==> src/rtl/data_bus_if_pkg.sv <==
// Shared types and constants for the CPU-to-bus data interface.
package data_bus_if_pkg;

   localparam int unsigned ADDR_W  = 32;
   localparam int unsigned DATA_W  = 32;
   localparam int unsigned SEL_W   = 4;
   localparam int unsigned STALL_W = 6;

   localparam logic [DATA_W-1:0] ZERO_WORD = '0;

   // Bus-side FSM states; 2-bit encodings are shared with the rest of the core.
   typedef enum logic [1:0] {
      ST_IDLE       = 2'b00,
      ST_BUSY       = 2'b01,
      ST_WAIT_STALL = 2'b11
   } bus_state_e;

   // Registered bus request payload (address, store data, direction, lanes).
   typedef struct packed {
      logic [ADDR_W-1:0] adr;
      logic [DATA_W-1:0] dat;
      logic              we;
      logic [SEL_W-1:0]  sel;
   } wb_req_t;

endpackage

==> src/rtl/data_bus_if.sv <==
// Data-side bus master: turns memory-stage loads/stores into single bus
// cycles, stalls the pipeline while the slave is busy and buffers load data
// while the rest of the pipeline is still stalled.
module data_bus_if
   import data_bus_if_pkg::*;
(
   input  logic                clk,
   input  logic                rst_n,

   input  logic                cpu_ce_i,
   input  logic                cpu_we_i,
   input  logic [ADDR_W-1:0]   cpu_addr_i,
   input  logic [SEL_W-1:0]    cpu_sel_i,
   input  logic [DATA_W-1:0]   cpu_data_i,

   input  logic [STALL_W-1:0]  stall_i,
   input  logic                flush_i,

   output logic [DATA_W-1:0]   cpu_data_o,
   output logic                stallreq_o,

   output logic [ADDR_W-1:0]   wb_adr_o,
   output logic [DATA_W-1:0]   wb_dat_o,
   input  logic [DATA_W-1:0]   wb_dat_i,
   output logic                wb_we_o,
   output logic [SEL_W-1:0]    wb_sel_o,
   output logic                wb_stb_o,
   output logic                wb_cyc_o,
   input  logic                wb_ack_i
);

   bus_state_e        state;
   wb_req_t           req_q;
   logic              bus_act_q;
   logic [DATA_W-1:0] rd_buf;

   // Bus-side outputs come straight from the request registers.
   assign wb_adr_o = req_q.adr;
   assign wb_dat_o = req_q.dat;
   assign wb_we_o  = req_q.we;
   assign wb_sel_o = req_q.sel;
   assign wb_stb_o = bus_act_q;
   assign wb_cyc_o = bus_act_q;

   // State, bus request registers and load-data buffer.
   always_ff @(posedge clk or negedge rst_n) begin
      if (!rst_n) begin
         state     <= ST_IDLE;
         req_q     <= '0;
         bus_act_q <= 1'b0;
         rd_buf    <= ZERO_WORD;
      end else begin
         case (state)
            ST_IDLE: begin
               if (cpu_ce_i && !flush_i) begin
                  req_q.adr <= cpu_addr_i;
                  req_q.dat <= cpu_data_i;
                  req_q.we  <= cpu_we_i;
                  req_q.sel <= cpu_sel_i;
                  bus_act_q <= 1'b1;
                  state     <= ST_BUSY;
               end else begin
                  req_q     <= '0;
                  bus_act_q <= 1'b0;
               end
            end
            ST_BUSY: begin
               if (flush_i) begin
                  // Flush wins over a same-cycle ack; the access is dropped.
                  req_q     <= '0;
                  bus_act_q <= 1'b0;
                  rd_buf    <= ZERO_WORD;
                  state     <= ST_IDLE;
               end else if (wb_ack_i) begin
                  req_q     <= '0;
                  bus_act_q <= 1'b0;
                  rd_buf    <= req_q.we ? ZERO_WORD : wb_dat_i;
                  state     <= (stall_i != '0) ? ST_WAIT_STALL : ST_IDLE;
               end
            end
            ST_WAIT_STALL: begin
               if (flush_i) begin
                  rd_buf <= ZERO_WORD;
                  state  <= ST_IDLE;
               end else if (stall_i == '0) begin
                  state  <= ST_IDLE;
               end
            end
            default: begin
               req_q     <= '0;
               bus_act_q <= 1'b0;
               rd_buf    <= ZERO_WORD;
               state     <= ST_IDLE;
            end
         endcase
      end
   end

   // CPU-facing load data and stall request, decoded from the current state.
   always_comb begin
      cpu_data_o = ZERO_WORD;
      stallreq_o = 1'b0;
      if (rst_n) begin
         case (state)
            ST_IDLE: begin
               stallreq_o = cpu_ce_i && !flush_i;
            end
            ST_BUSY: begin
               if (!flush_i) begin
                  if (wb_ack_i) begin
                     cpu_data_o = wb_dat_i;
                  end else begin
                     stallreq_o = 1'b1;
                  end
               end
            end
            ST_WAIT_STALL: begin
               if (!flush_i) begin
                  cpu_data_o = rd_buf;
               end
            end
            default: begin
               cpu_data_o = ZERO_WORD;
            end
         endcase
      end
   end

endmodule

==> config.mk <==
export PLATFORM = sky130hd
export DESIGN_NAME = data_bus_if
export DESIGN_NICKNAME = d
export VERILOG_FILES = /design/src/rtl/data_bus_if_pkg.sv /design/src/rtl/data_bus_if.sv
export SDC_FILE = /design/constraint.sdc
export NUM_CORES = 1
export LEC_CHECK = 0
export CAP_MARGIN = 20
export CELL_PAD_IN_SITES_DETAIL_PLACEMENT = 0
export CELL_PAD_IN_SITES_GLOBAL_PLACEMENT = 1
export CORE_MARGIN = 2
export CORE_UTILIZATION = 51
export CTS_CLUSTER_DIAMETER = 150
export CTS_CLUSTER_SIZE = 12
export DETAILED_ROUTE_END_ITERATION = 8
export DONT_BUFFER_PORTS = 1
export PLACE_DENSITY = 0.92
export SETUP_SLACK_MARGIN = 0.15
export SYNTH_ARGS = -nofsm -noshare
export SYNTH_HDL_FRONTEND = slang
export SYNTH_SLANG_ARGS = --single-unit
==> constraint.sdc <==
create_clock -name clk -period 3.7 [get_ports clk]
set_input_delay 1.11 -clock clk [delete_from_list [all_inputs] [get_ports clk]]
set_output_delay 1.11 -clock clk [all_outputs]
set_load 0.01 [all_outputs]
Word level (Yosys, flattened, before mapping)
Index checks and enable logic that the tools add are counted.
{ "op_classes": {"eq_ne": 5, "mux": 28, "n_bitwise": 2, "reduce_logical": 8} }
{ "op_table": {"columns": ["cell", "count"], "rows": [
  ["two-way mux 32 bit", 7],
  ["two-way mux 69 bit", 3],
  ["case mux 69 bit (3 select lines)", 1],
  ["case mux 32 bit (3 select lines)", 1],
  ["case mux 32 bit (2 select lines)", 1],
  ["two-way mux 2 bit", 6],
  ["logical NOT 6 bit", 1],
  ["two-way mux 1 bit", 6],
  ["!= test 3 bit, second input constant", 2],
  ["case mux 2 bit (3 select lines)", 1],
  ["nonzero test 6 bit", 1],
  ["AND reduction 2 bit", 2],
  ["case mux 1 bit (3 select lines)", 1],
  ["AND reduction 3 bit", 1],
  ["== test 2 x 1 -> 1 bit, second input constant", 1],
  ["== test 2 bit, second input constant", 1],
  ["logical NOT 2 bit", 1],
  ["!= test 2 bit, second input constant", 1],
  ["inverter 1 bit", 2],
  ["case mux 1 bit (2 select lines)", 1],
  ["logical AND 1 bit", 1],
  ["logical NOT 1 bit", 1]
]} }
{ "totals": {"ff_bits": 104, "inputBits": 112, "output_inout_bits": 104, "word_cells": 50} }

Logic depth before layout (Yosys ltp)
Gate-level depths: netlist of run 1.
{ "depth": {"depth_word": 5, "ltp_mapped": 6, "mapped_depth_nobuf": 3} }

Least setup slack after synthesis of run 1
Ideal clock, no wire load.
{ "synth_timing": {"kind": "input port to output port", "startpoint": "input port flush_i", "endpoint": "output port cpu_data_o[10]", "arrival_ps": 1951, "t_required_ps": 2590, "slack_ps": 639, "path_stages": 5, "n_path_buf": 2, "path_cell_list": "nor4bb_1 -> buf_2 -> buf_2 -> a22oi_1 -> nor2b_1"} }
{ "synth_between": {"elab_chain_cells": 3, "word_cells_on_any_way": 4, "classes_between": "mux: 4"} }
{ "synth_rtl": {"columns": ["item", "line_no", "text"], "rows": [
  ["start, declared", "data_bus_if.sv:17", "input logic flush_i,"],
  ["two-way mux 32 bit (on tied branches)", null, null],
  ["case mux 32 bit (2 select lines) (*)", "data_bus_if.sv:104", "case (state)"],
  ["two-way mux 32 bit (*)", "data_bus_if.sv:103", "if (rst_n) begin"],
  ["end, declared", "data_bus_if.sv:19", "output logic [DATA_W-1:0] cpu_data_o,"]
]} }
Mark *: on every way between the ends. The rest lies on a longest branch, timed or not.

Final worst setup path of run 1
{ "layout_timing": {"startpoint": "input port flush_i", "endpoint": "output port cpu_data_o[20]"} }
The elaborated chain is that of the path after synthesis.

==> flow_summary.json, run 1 <==
{
  "status": "finished clean",
  "cp_slowest_stage_delay_ns": 0.36,
  "finClkSkew_ns": 0.0110,
  "root_buffer": "clkbuf_8",
  "viasPerCell": 6.55,
  "fin_crit_sh_pct": 86.8,
  "fillers": 695,
  "rr_worst_depth": 5,
  "syn_nets": 437,
  "path_class": "in2out",
  "overflow": 0,
  "post_cts_buffers": 0,
  "met3_length_um": 942,
  "power.density_nw_per_um2": 494,
  "fin_tns_setup_ns": 0,
  "internal_power_mw": 1.63,
  "hp-class": "in2async",
  "grt_pass1_wl_um": 13800,
  "clock_latency_ns": 0.36,
  "end_kind": "output port",
  "synth.avg_cell_area_um2": 12.9,
  "drt_iter0_markers": 138,
  "cts_resized": 0,
  "wl_met1_um": 3760,
  "gp_congestion": 0.757,
  "grt_use_total_pct": 20.4,
  "top_level_ports": 216,
  "cap_violations": 0,
  "finalInstanceArea_um2": 4460,
  "power_mw": 2.20,
  "seqCellArea_um2": 2600,
  "yosysWarningCount": 0,
  "r2r_end": "rd_buf[18]$_DFFE_PN0P_",
  "hold_buffers": 0,
  "cp_cell_sequence": "nor4bb_4 > buf_4 > a22oi_1 > nor2b_1",
  "die_area_um2": 8960,
  "slew_headroom_pct": 58.4,
  "tightest_slew_ns": 0.615,
  "leakage_nw": 2.02,
  "min_period_ns": 3.21,
  "firstDrtPassIters": 5,
  "clkSinkCount": 104,
  "num-nets-final": 421,
  "grt_max_degree": 125,
  "power_frac_clock_pct": 32.8,
  "die_h_um": 94.6,
  "ys_types": 23,
  "combPwrFrac_pct": 8.2,
  "rsz0062_at_grt": "false",
  "multi_input_area_um2": 1450,
  "ir_worst_vdd_v": 0.000299,
  "switchingPower_uw": 570,
  "hold_viol_final": 0,
  "ys_ff_latch": 104,
  "instances_no_fill": 419,
  "num_antenna_cells": 0,
  "critPathSlowestCell": "buf_4",
  "coreArea_um2": 8090,
  "syn_area_um2": 4190,
  "placed_area_um2": 4250,
  "ys_seq_area_share_pct": 62.1,
  "wl_per_cell_um": 22.5,
  "hpwl_um": 6440,
  "fmax_mhz": 312,
  "die_w_um": 94.6,
  "seqPwrFrac_pct": 59.0,
  "path_clk_slew_ns": 0.10,
  "dp_cells": 403,
  "slew_violations": 0,
  "r2r_slack_ns": 1.72,
  "first_global_vias": 2651,
  "area_growth_pct": 6.42,
  "drc": 0,
  "start_kind": "input port",
  "arrival_ns": 2.10,
  "cts_tree": "done",
  "crit_fanout": 33,
  "vias": 2744,
  "routed_wl_um": 9440,
  "finalSetupViolCount": 0,
  "mostFrequentLayoutCells": "dfrtp_1, a22o_1, a22oi_1",
  "final_common_cell": "dfrtp_1",
  "rows": 33,
  "required_ns": 2.59,
  "start_util_pct": 51.8,
  "rr_startpoint": "state[1]$_DFFE_PN0P_",
  "dr_wl_met2_um": 4540,
  "clock_path_buffers": 2,
  "switching_share_pct": 25.9,
  "antenna_found_initial": 0,
  "port_buffers": 0,
  "antenna_left": 0,
  "drive_gt1_share_pct": 9.24,
  "cts_made_buffers": 9,
  "highest_layer": "met4",
  "syn_inst": 325,
  "htreeDepth": 3
}
==> logic make-up (layout without fill, tap and decap cells) <==
logic type / count (synthesis) / after routing / share of synthesized area [%]
AO/OA/AOI/OAI: 138 / 138 / 27.7
flip-flops: 104 / 104 / 62.1
AND/OR/NAND/NOR: 47 / 47 / 6.21
buffers and inverters: 36 / 25 / 4.03
==> cell usage after synthesis <==
| cell type | count | share of area [%] |
|---|---|---|
| clkbuf_1 | 16 | 1.4 |
| nor2b_1 | 21 | 3.1 |
| buf_4 | 4 | 0.72 |
| buf_2 | 15 | 1.8 |
| nor2_1 | 16 | 1.4 |
| nand2_1 | 1 | 0.089 |
| dfrtp_1 | 104 | 62 |
| nor4b_1 | 1 | 0.21 |
| or4_1 | 1 | 0.18 |
| inv_1 | 1 | 0.089 |
| nand2b_1 | 1 | 0.15 |
| a21o_1 | 1 | 0.18 |
| o21bai_1 | 1 | 0.18 |
| a22o_1 | 101 | 21 |
| o22ai_1 | 1 | 0.15 |
| and3b_1 | 1 | 0.21 |
| a22oi_1 | 32 | 5.7 |
| nor3b_1 | 1 | 0.18 |
| a21oi_1 | 1 | 0.12 |
| o21a_1 | 1 | 0.18 |
| nor4_1 | 1 | 0.15 |
| nor4bb_1 | 1 | 0.24 |
| nor3_1 | 2 | 0.24 |
==> through the flow <==
step	worst slack, ns	utilization, %	hold WS [ns]
floorplan	0.639	-	0.466
global placement	0.453	52.5	0.483
detailed placement	0.448	52.5	0.483
CTS	0.455	55.1	0.409
global route	0.386	55.1	0.400
finish	0.490	55.1	0.433
==> worst max-delay path by stage <==
stage / startpoint / to / depth (start not counted)
after floorplan: flush_i / cpu_data_o[10] / 5
after global routing: flush_i / cpu_data_o[12] / 4
after global placement: flush_i / cpu_data_o[2] / 4
final: flush_i / cpu_data_o[20] / 4
after CTS: flush_i / cpu_data_o[2] / 4
after detailed placement: flush_i / cpu_data_o[2] / 4
==> power groups by stage <==
stage	logic, mW	clock network, mW	registers (mW)
floorplan	0.157	0	1.30
global placement	0.175	0	1.32
detailed placement	0.183	0	1.32
CTS	0.183	0.750	1.30
global route	0.200	0.798	1.31
finish	0.180	0.723	1.30
==> cell type report <==
type | count | area share [%]
clock buffer | 9 | 2.78
tap | 105 | 2.95
timing repair buffer | 8 | 1.35
clock inverter | 7 | 1.99
sequential | 104 | 58.4
inverter | 1 | 0.0842
multi-input combinational | 185 | 32.5
==> routing by layer <==
metal | vias to the layer above | GRT usage (%)
li1 | 1207 | -
met1 | 1350 | 26.1
met2 | 165 | 31.8
met3 | 22 | 7.18
met4 | 0 | 8.45
met5 | - | 0
==> sequential cells by signal (all words and copies together) (netlist names) <==
signal / flops
wb_dat_o: 32
wb_we_o: 1
wb_sel_o: 4
wb_adr_o: 32
state: 2
wb_cyc_o: 1
rd_buf: 32
==> critical path, delay by kind of cell <==
family / cells / cell delay, ns
AOI/OAI and AO/OA: 1 / 0.13
buffers and inverters: 1 / 0.36
and+or+nand+nor: 2 / 0.48
No activity file was read; power rests on OpenSTA's default activity.
==> inputs of run 2 (changes only) <==
--- a/config.mk
+++ b/config.mk
@@ -9,12 +9,12 @@
 export CELL_PAD_IN_SITES_DETAIL_PLACEMENT = 0
 export CELL_PAD_IN_SITES_GLOBAL_PLACEMENT = 1
 export CORE_MARGIN = 2
-export CORE_UTILIZATION = 51
+export CORE_UTILIZATION = 24
 export CTS_CLUSTER_DIAMETER = 150
 export CTS_CLUSTER_SIZE = 12
 export DETAILED_ROUTE_END_ITERATION = 8
 export DONT_BUFFER_PORTS = 1
-export PLACE_DENSITY = 0.92
+export PLACE_DENSITY = 0.53
 export SETUP_SLACK_MARGIN = 0.15
 export SYNTH_ARGS = -nofsm -noshare
 export SYNTH_HDL_FRONTEND = slang
==> run 2 against run 1 <==
  * First-iteration DRC count down 31%
  * Final cell count rose by 29%
  * Largest cell class unchanged
  * Combinational power grew 4%
  * Critical path depth unchanged
  * Register-to-register slack better by 0.20 ns
  * Highest routed layer unchanged
  * Sequential power is essentially flat
  * Count of clock-buffer cells in the layout did not move
  * Largest power group unchanged
  * Die area increased by 110%
==> flow_summary.json, run 2 (synthesis results as in run 1) <==
{
  "status": "finished clean",
  "die_h_um": 136,
  "grt_use_total_pct": 11.7,
  "drt_iter0_markers": 95,
  "port_buffers": 0,
  "coreArea_um2": 17200,
  "rsz0062_at_grt": "false",
  "cts_made_buffers": 9,
  "vias": 2757,
  "worst-path-buf-inv": 1,
  "seqPwrFrac_pct": 53.3,
  "finalSetupViolCount": 0,
  "power.density_nw_per_um2": 514,
  "cp_slowest_stage_delay_ns": 0.34,
  "overflow": 0,
  "cap_violations": 0,
  "hold_buffers": 0,
  "hpwl_um": 7200,
  "clkSinkCount": 104,
  "wl_per_cell_um": 20.3,
  "mostFrequentLayoutCells": "dfrtp_1, a22o_1, a22oi_1",
  "finClkSkew_ns": 0.0112,
  "internal_power_mw": 1.79,
  "final_common_cell": "dfrtp_1",
  "num-nets-final": 421,
  "seqCellArea_um2": 2600,
  "start_util_pct": 24.4,
  "dp_cells": 523,
  "root_buffer": "clkbuf_16",
  "fillers": 1778,
  "antenna_left": 0,
  "fmax_mhz": 318,
  "cts_resized": 0,
  "fin_crit_sh_pct": 84.9,
  "die_w_um": 136,
  "tightest_slew_ns": 0.741,
  "placed_area_um2": 4430,
  "gp_congestion": 0.686,
  "grt_pass1_wl_um": 16600,
  "switchingPower_uw": 648,
  "power_frac_clock_pct": 39.0,
  "slew_violations": 0,
  "antenna_found_initial": 0,
  "crit_cells": 4,
  "switching_share_pct": 26.6,
  "routed_wl_um": 11000,
  "htreeDepth": 3,
  "top_level_ports": 216,
  "combPwrFrac_pct": 7.7,
  "path_clk_slew_ns": 0.08,
  "top_usage_layer": "met2",
  "slew_headroom_pct": 50.6,
  "fin_tns_setup_ns": 0,
  "instances_no_fill": 540,
  "utilization_pct": 27.5,
  "critPathSlowestCell": "and3b_1",
  "arrival_ns": 2.03,
  "grt_max_degree": 125,
  "viasPerCell": 5.11,
  "die_area_um2": 18500,
  "drc": 0,
  "post_cts_buffers": 0,
  "crit_fanout": 29,
  "finalInstanceArea_um2": 4730,
  "grt_use_met3_pct": 5.11,
  "leakage_nw": 2.06,
  "first_global_vias": 2822,
  "firstDrtPassIters": 4,
  "met2_usage_pct": 16.6,
  "cts_tree": "done",
  "rows": 48,
  "min_period_ns": 3.14,
  "path_delay_family": "simple AND/OR/NAND/NOR gates",
  "clock_latency_ns": 0.35,
  "hp-class": "in2async",
  "start_kind": "input port",
  "path_class": "in2out",
  "multi_input_area_um2": 1450,
  "cp_cell_sequence": "and3b_1 > buf_12 > a22oi_1 > nor2b_1",
  "hold_viol_final": 0,
  "clock_path_buffers": 2,
  "area_growth_pct": 12.9,
  "drive_gt1_share_pct": 9.24,
  "end_kind": "output port",
  "rr_worst_depth": 4,
  "grtUsageMet1_pct": 15.7,
  "required_ns": 2.59,
  "ir_worst_vdd_v": 0.000191
}
-- run 2: changes by cell type in the layout (fill, tap and decap cells not counted), sizes merged --
cell	before	now
clkinvlp	0	1
bufinv	1	0
inv	4	5
clkinv	3	2
diode	0	1
-- run 2: path summary, 6_finish.rpt --
check                                            start                        to  slack (ns)
min in group clk                rd_buf[13]$_DFFE_PN0P_    rd_buf[13]$_DFFE_PN0P_        0.50
worst max register to register    state[0]$_DFFE_PN0P_  wb_dat_o[12]$_DFFE_PN0P_        1.92
worst min-delay path                             rst_n    rd_buf[20]$_DFFE_PN0P_        0.44
max in group asynchronous                        rst_n  wb_dat_o[17]$_DFFE_PN0P_        3.10
worst max-delay path                           flush_i            cpu_data_o[20]        0.56
worst min register to register  rd_buf[13]$_DFFE_PN0P_    rd_buf[13]$_DFFE_PN0P_        0.50
-- run 2: layout make-up --
cell class | instances | share of cell area [%]
well taps | 225 | 5.95
diodes | 1 | 0.0529
clock buffers | 9 | 4.76
clock inverters | 7 | 1.48
multi-input cells | 185 | 30.6
flip-flops and latches | 104 | 55.0
inverters | 1 | 0.0793
repair buffers | 8 | 2.06
-- run 2: per-stage QoR --
stage	hold slack [ns]	worst slack (ns)	power (mW)
finish	0.442	0.558	2.43
global route	0.415	0.497	2.55
CTS	0.422	0.553	2.48
detailed placement	0.483	0.551	1.51
global placement	0.483	0.565	1.51
floorplan	0.466	0.639	1.46
-- run 2: metal layers --
layer	share of wire, %	vias up
met2	44	163
met5	0	-
met3	11	15
met4	1.8	0
met1	43	1374
li1	-	1205
-- run 2: power groups by stage --
stage / clock network (mW) / logic [mW] / registers (mW)
3_3_place_gp: 0 / 0.187 / 1.32
4_1_cts: 0.994 / 0.192 / 1.30
6_report: 0.948 / 0.188 / 1.30
5_1_grt: 1.04 / 0.210 / 1.31
3_5_place_dp: 0 / 0.193 / 1.32
2_1_floorplan: 0 / 0.157 / 1.30
